[config.mk]
export PLATFORM = sky130hd
export DESIGN_NAME = five_sentence_1
export DESIGN_NICKNAME = d
export VERILOG_FILES = /design/src/rtl/five_sentence_pkg.sv /design/src/rtl/popcount5.sv /design/src/rtl/five_sentence_1.sv
export SDC_FILE = /design/constraint.sdc
export NUM_CORES = 1
export LEC_CHECK = 0
export ABC_CLOCK_PERIOD_IN_PS = 800
export BUFFER_PORTS_ARGS = -buffer_cell sky130_fd_sc_hd__buf_2
export CAP_MARGIN = 20
export CORE_AREA = 2 2 39 41
export CTS_CLUSTER_DIAMETER = 40
export CTS_CLUSTER_SIZE = 24
export DETAILED_ROUTE_END_ITERATION = 8
export DIE_AREA = 0 0 41 43
export GPL_TIMING_DRIVEN = 0
export SETUP_SLACK_MARGIN = 0.1
export SLEW_MARGIN = 20
export SYNTH_ARGS = -nofsm -noshare
export SYNTH_HDL_FRONTEND = slang
export SYNTH_SLANG_ARGS = --single-unit
export TNS_END_PERCENT = 20
[constraint.sdc]
create_clock -name clk -period 0.8 [get_ports clk]
set_clock_uncertainty 0.1 [all_clocks]
set_input_delay 0.04 -clock clk [delete_from_list [all_inputs] [get_ports clk]]
set_output_delay 0.04 -clock clk [all_outputs]
set_load 0.02 [all_outputs]
[src/rtl/five_sentence_pkg.sv]
// Shared constants and types for the five-input majority voter.
`timescale 1ns/100ps
package five_sentence_pkg;

  localparam int NUM_VOTERS        = 5;
  localparam int COUNT_W           = 3;
  localparam int DEFAULT_THRESHOLD = 3;

  typedef logic [NUM_VOTERS-1:0] votes_t;
  typedef logic [COUNT_W-1:0]    count_t;

  typedef struct packed {
    logic   y;
    count_t count;
    logic   all_yes;
    logic   all_no;
  } status_t;

endpackage

[src/rtl/popcount5.sv]
// Combinational population count of the five vote bits.
`timescale 1ns/100ps
module popcount5
  import five_sentence_pkg::*;
(
  input  votes_t votes,
  output count_t count
);

  always_comb begin
    count = '0;
    for (int i = 0; i < NUM_VOTERS; i++) begin
      count = count + count_t'(votes[i]);
    end
  end

endmodule

[src/rtl/five_sentence_1.sv]
// Registered five-input majority voter with vote count and unanimity flags.
`timescale 1ns/100ps
module five_sentence_1
  import five_sentence_pkg::*;
#(
  parameter int THRESHOLD = DEFAULT_THRESHOLD
) (
  input  logic         clk,
  input  logic         rst,
  input  logic         A,
  input  logic         B,
  input  logic         C,
  input  logic         D,
  input  logic         E,
  output logic         Y,
  output logic [2:0]   count,
  output logic         all_yes,
  output logic         all_no
);

  if (THRESHOLD < 1 || THRESHOLD > NUM_VOTERS) begin : g_bad_threshold
    $error("five_sentence_1: THRESHOLD must be in 1..5");
  end

  votes_t  votes;
  count_t  cnt_next;
  status_t status_next;
  status_t status_p0;

  assign votes = {A, B, C, D, E};

  popcount5 u_popcount5 (
    .votes (votes),
    .count (cnt_next)
  );

  always_comb begin
    status_next         = '0;
    status_next.count   = cnt_next;
    status_next.y       = (cnt_next >= count_t'(THRESHOLD));
    status_next.all_yes = (cnt_next == count_t'(NUM_VOTERS));
    status_next.all_no  = (cnt_next == '0);
  end

  // Stage p0: output register bank, all four outputs load on the same edge
  always_ff @(posedge clk or posedge rst) begin
    if (rst) begin
      status_p0 <= '0;
    end else begin
      status_p0 <= status_next;
    end
  end

  assign Y       = status_p0.y;
  assign count   = status_p0.count;
  assign all_yes = status_p0.all_yes;
  assign all_no  = status_p0.all_no;

endmodule

# Yosys cells after proc, flatten, opt, wreduce, memory -nomap -nowiden
# Index checks and enable logic that the tools add are counted.
[totals]
ff_bits = 6
output_inout_bits = 6
[op_classes]
magnitude_cmp = 1
n_reduce_logical = 1
n_eq_ne = 1
addsub = 4
[ops]
columns = ["operator", "count"]
rows = [
  ["adder 3 x 1 -> 3 bit", 3],
  ["equality test 3 bit (second input constant)", 1],
  ["greater-or-equal comparator 3 x 2 -> 1 bit (second input constant)", 1],
  ["logical NOT 3 bit", 1],
  ["adder 1 x 1 -> 2 bit", 1],
]

# Depth between registers and ports, before layout
[depth]
word_depth = 5
mapped_depth = 9
depth_no_buf = 9

# Modules after synthesis
# A second synthesis with hierarchy kept.
[unflattened]
cells_unflattened = 18
hier_area_um2 = 247.7
[by_module_without_submodules]
columns = ["mod", "n_inst", "seq_area_each_um2", "area_per_inst_um2", "cells_per_inst"]
rows = [
  ["five_sentence_1", 1, 150.1, 176.4, 10],
  ["popcount5", 1, 0.0, 71.3, 8],
]

# Worst setup path before layout
# Ideal clock, no wire load.
[synth_path]
path_kind = "input -> register"
start = "in D"
end = "reg status_p0, in the netlist all_yes"
path_buffers = 0
t_arrival_ps = 1684
stages = 8
setup_time_ps = 120
required_time_ps = 580
setup_slack_ps = -1104
path_cell_list = "ha_1 -> inv_1 -> fa_1 -> inv_1 -> ha_1 -> inv_1 -> fa_1 -> and3_2"
[synth_lines]
columns = ["element", "line", "rtl"]
rows = [
  ["start, declared", "five_sentence_1.sv:13", "input logic D,"],
  ["end signal, assigned", "five_sentence_1.sv:50", "status_p0 <= status_next;"],
  ["end, declared", "five_sentence_1.sv:28", "status_t status_p0;"],
]

==> impl_results.md <==
- Final Non-Filler Cells: between 50 and 60
- Max Fclk: between 500 and 600 MHz
- Grt ovf: 0
- Clock tree from TritonCTS: built
- Final hold violation count: 1
- GRT busiest layer: met4
- Final worst path period need: between 1.5 and 2 ns
- Count of hold buffers inserted by post-cts repair: 1
- Final Max Slew Viols: 0
- Slew margin rel.: 86.5%
- Fraction of layout cells with a size suffix above 1: between 60% and 70%
- Vias/cell: ~3.7
- Setup TNS: -5.31 ns
- Antenna diode count: 0
- Failing checks: hold timing, setup timing
- Area of the multi-input gates: 119 um2
- First-pass GRT wire length: ~760 um
- Critical path class: input port to flip-flop
- Cell area power density: approximately 2300 nW/um2
- Number of global-route vias before repair: roughly 210
- Capturing element type of the critical path: flip-flop
- Root buf cell: clkbuf_4
- Worst-Margin Slew: 0.202 ns
- IO Port Bufs: 12
- Clock buffer count from CTS: 3
- Drt wl/cell: roughly 8.2 um
- Largest net degree at the start of global routing: 7
- Mapped Nets: 33
- CP Launch Type: input port
- Number of antenna violations at the first check in global routing: 0
- Placeable Area: approximately 1400 um2
- Antenna Nets Post-Route: 0
- GR Util met2: 10.0%
- Hold Path Class: input port to flip-flop
- Synth top area share: a little over half
- Leakage: ~0.24 nW
- Cell Area, Synth: approximately 270 um2
- Worst-case clock buffer depth: 2
- Final net count: 52
- Syn Area/Cell: about 12 um2
- DRT Pass-1 Iters: 2
- Starting DRT DRC Count: 2
- Arrival @ worst endpoint: about 1.8 ns
- Worst Hold Slack: -0.00733 ns
- Fill cell count: ~140
- Initial core utilization: about a fifth
- RSZ-0062 raised after global routing: yes
- Setup violations, final: 12
- Final HPWL DP: 325 um
- Die ar.: 1760 um2
- Commonest non-fill, non-tap cell in the layout: buf_2
- CP max FO: 3
- Max_cap viols: 0
- YS warnings: 0
- Worst Path Required: 0.83 ns
- Met1 GRT Util: about 6.7%
- Count of state elements after synthesis: 6
- Die outline height: around 43 um
- Most frequent cells in the layout: buf_2, dfrtp_1, inv_2
- Status: complete, but fails checks
- Via count: about 210
- Row cnt: 14
- Synth-to-Final Area Change: 58.9%
- GRT Overall Usage: ~7.4%
- Max IR drop VDD: 0.490 mV
- Worst Slack Setup Final: -0.998 ns
- Max H-tree Level: 1
- Register area share after synthesis: between 50 and 60%
- Routed wire length: 453 um
- I/O pins: 13
- Register area: ~150 um2
- Met3 usage in global routing: 0%
- Clock Sinks: 6
- Dpl cells: 50
- RePlAce Congestion: 0.628
- Die extent in x: about 41 um
- Synth cell types: 8
- Clock slew at reported path FFs: ~0.040 ns
- Largest area contributor in the netlist: dfrtp_1
- Post-Syn Instances: 22
- Fin crit share: 225%
- Residual DRC: 0
- Area contributors post-synth: dfrtp_1, fa_1, inv_1, ha_1, nor3_2
per-stage QoR:
| step | total power [mW] | worst slack, ns | cell area [um2] | utilization (%) |
|---|---|---|---|---|
| global placement | 0.685 | -1.25 | 354 | 25.6 |
| finish | 1.02 | -0.998 | 435 | 31.5 |
| floorplan | 0.592 | -1.10 | 274 | - |
| global route | 1.11 | -1.05 | 435 | 31.5 |
| CTS | 0.993 | -1.00 | 418 | 30.2 |
| detailed placement | 0.690 | -1.27 | 354 | 25.6 |
Yosys cell counts:
library cell / count
inv_1: 7
dfrtp_1: 6
fa_1: 2
ha_1: 2
inv_2: 2
a21o_1: 1
and3_2: 1
nor3_2: 1
worst paths after layout:
path | start | to | slack [ns] | cells past startpoint
min in group asynchronous | rst | all_yes$_DFF_PP0_ | 0.15 | 3
max in group asynchronous | rst | Y$_DFF_PP0_ | 0.28 | 3
worst min-delay path | B | count[0]$_DFF_PP0_ | -0.007 | 2
worst max-delay path | E | Y$_DFF_PP0_ | -1.0 | 10
routing by layer:
metal / routed length (um) / vias to the layer above
met1: 160 / 94
met3: 47 / 2
met4: 14 / 0
li1: - / 97
met5: 0 / -
met2: 230 / 13
cell families after synthesis:
group | Yosys count | share of synthesized area [%]
buffers and inverters | 9 | 12.3
AOI/OAI and AO/OA | 1 | 2.74
adders and majority gates | 4 | 23.7
and+or+nand+nor | 2 | 6.39
DFF | 6 | 54.8
final cells by class:
type,instances,area share [%]
Clock buffer,3,5.17
Timing Repair Buffer,14,20.7
Tap cell,16,4.60
Multi-Input combinational cell,7,27.3
Inverter,9,7.76
Sequential cell,6,34.5
worst max-delay path: stages:
cell and delay, ns:
buf_6 0.10, ha_4 0.25, inv_2 0.03, fa_1 0.44, inv_2 0.08, ha_4 0.13, inv_2 0.03, fa_1 0.50
inv_2 0.05, a21o_1 0.17
where the power goes:
part           switching [mW]  internal, mW  total [mW]  leakage, nW
clock                  0.0946         0.169       0.263       0.0138
combinational           0.211         0.166       0.377        0.146
sequential             0.0117         0.369       0.380       0.0751
flip-flops by register name, indices dropped and copies added, names as in the netlist:
| name | flops |
|---|---|
| count | 3 |
| Y | 1 |
| all_no | 1 |
| all_yes | 1 |
what timing repair did:
action	4_1_cts	5_1_grt
gates resized for setup	7	2
pin swaps	2	1
endpoints found under the hold margin	6	1
gates cloned	0	0
setup endpoints to repair	12	12
buffers inserted	0	1
No activity file was read; power rests on OpenSTA's default activity.
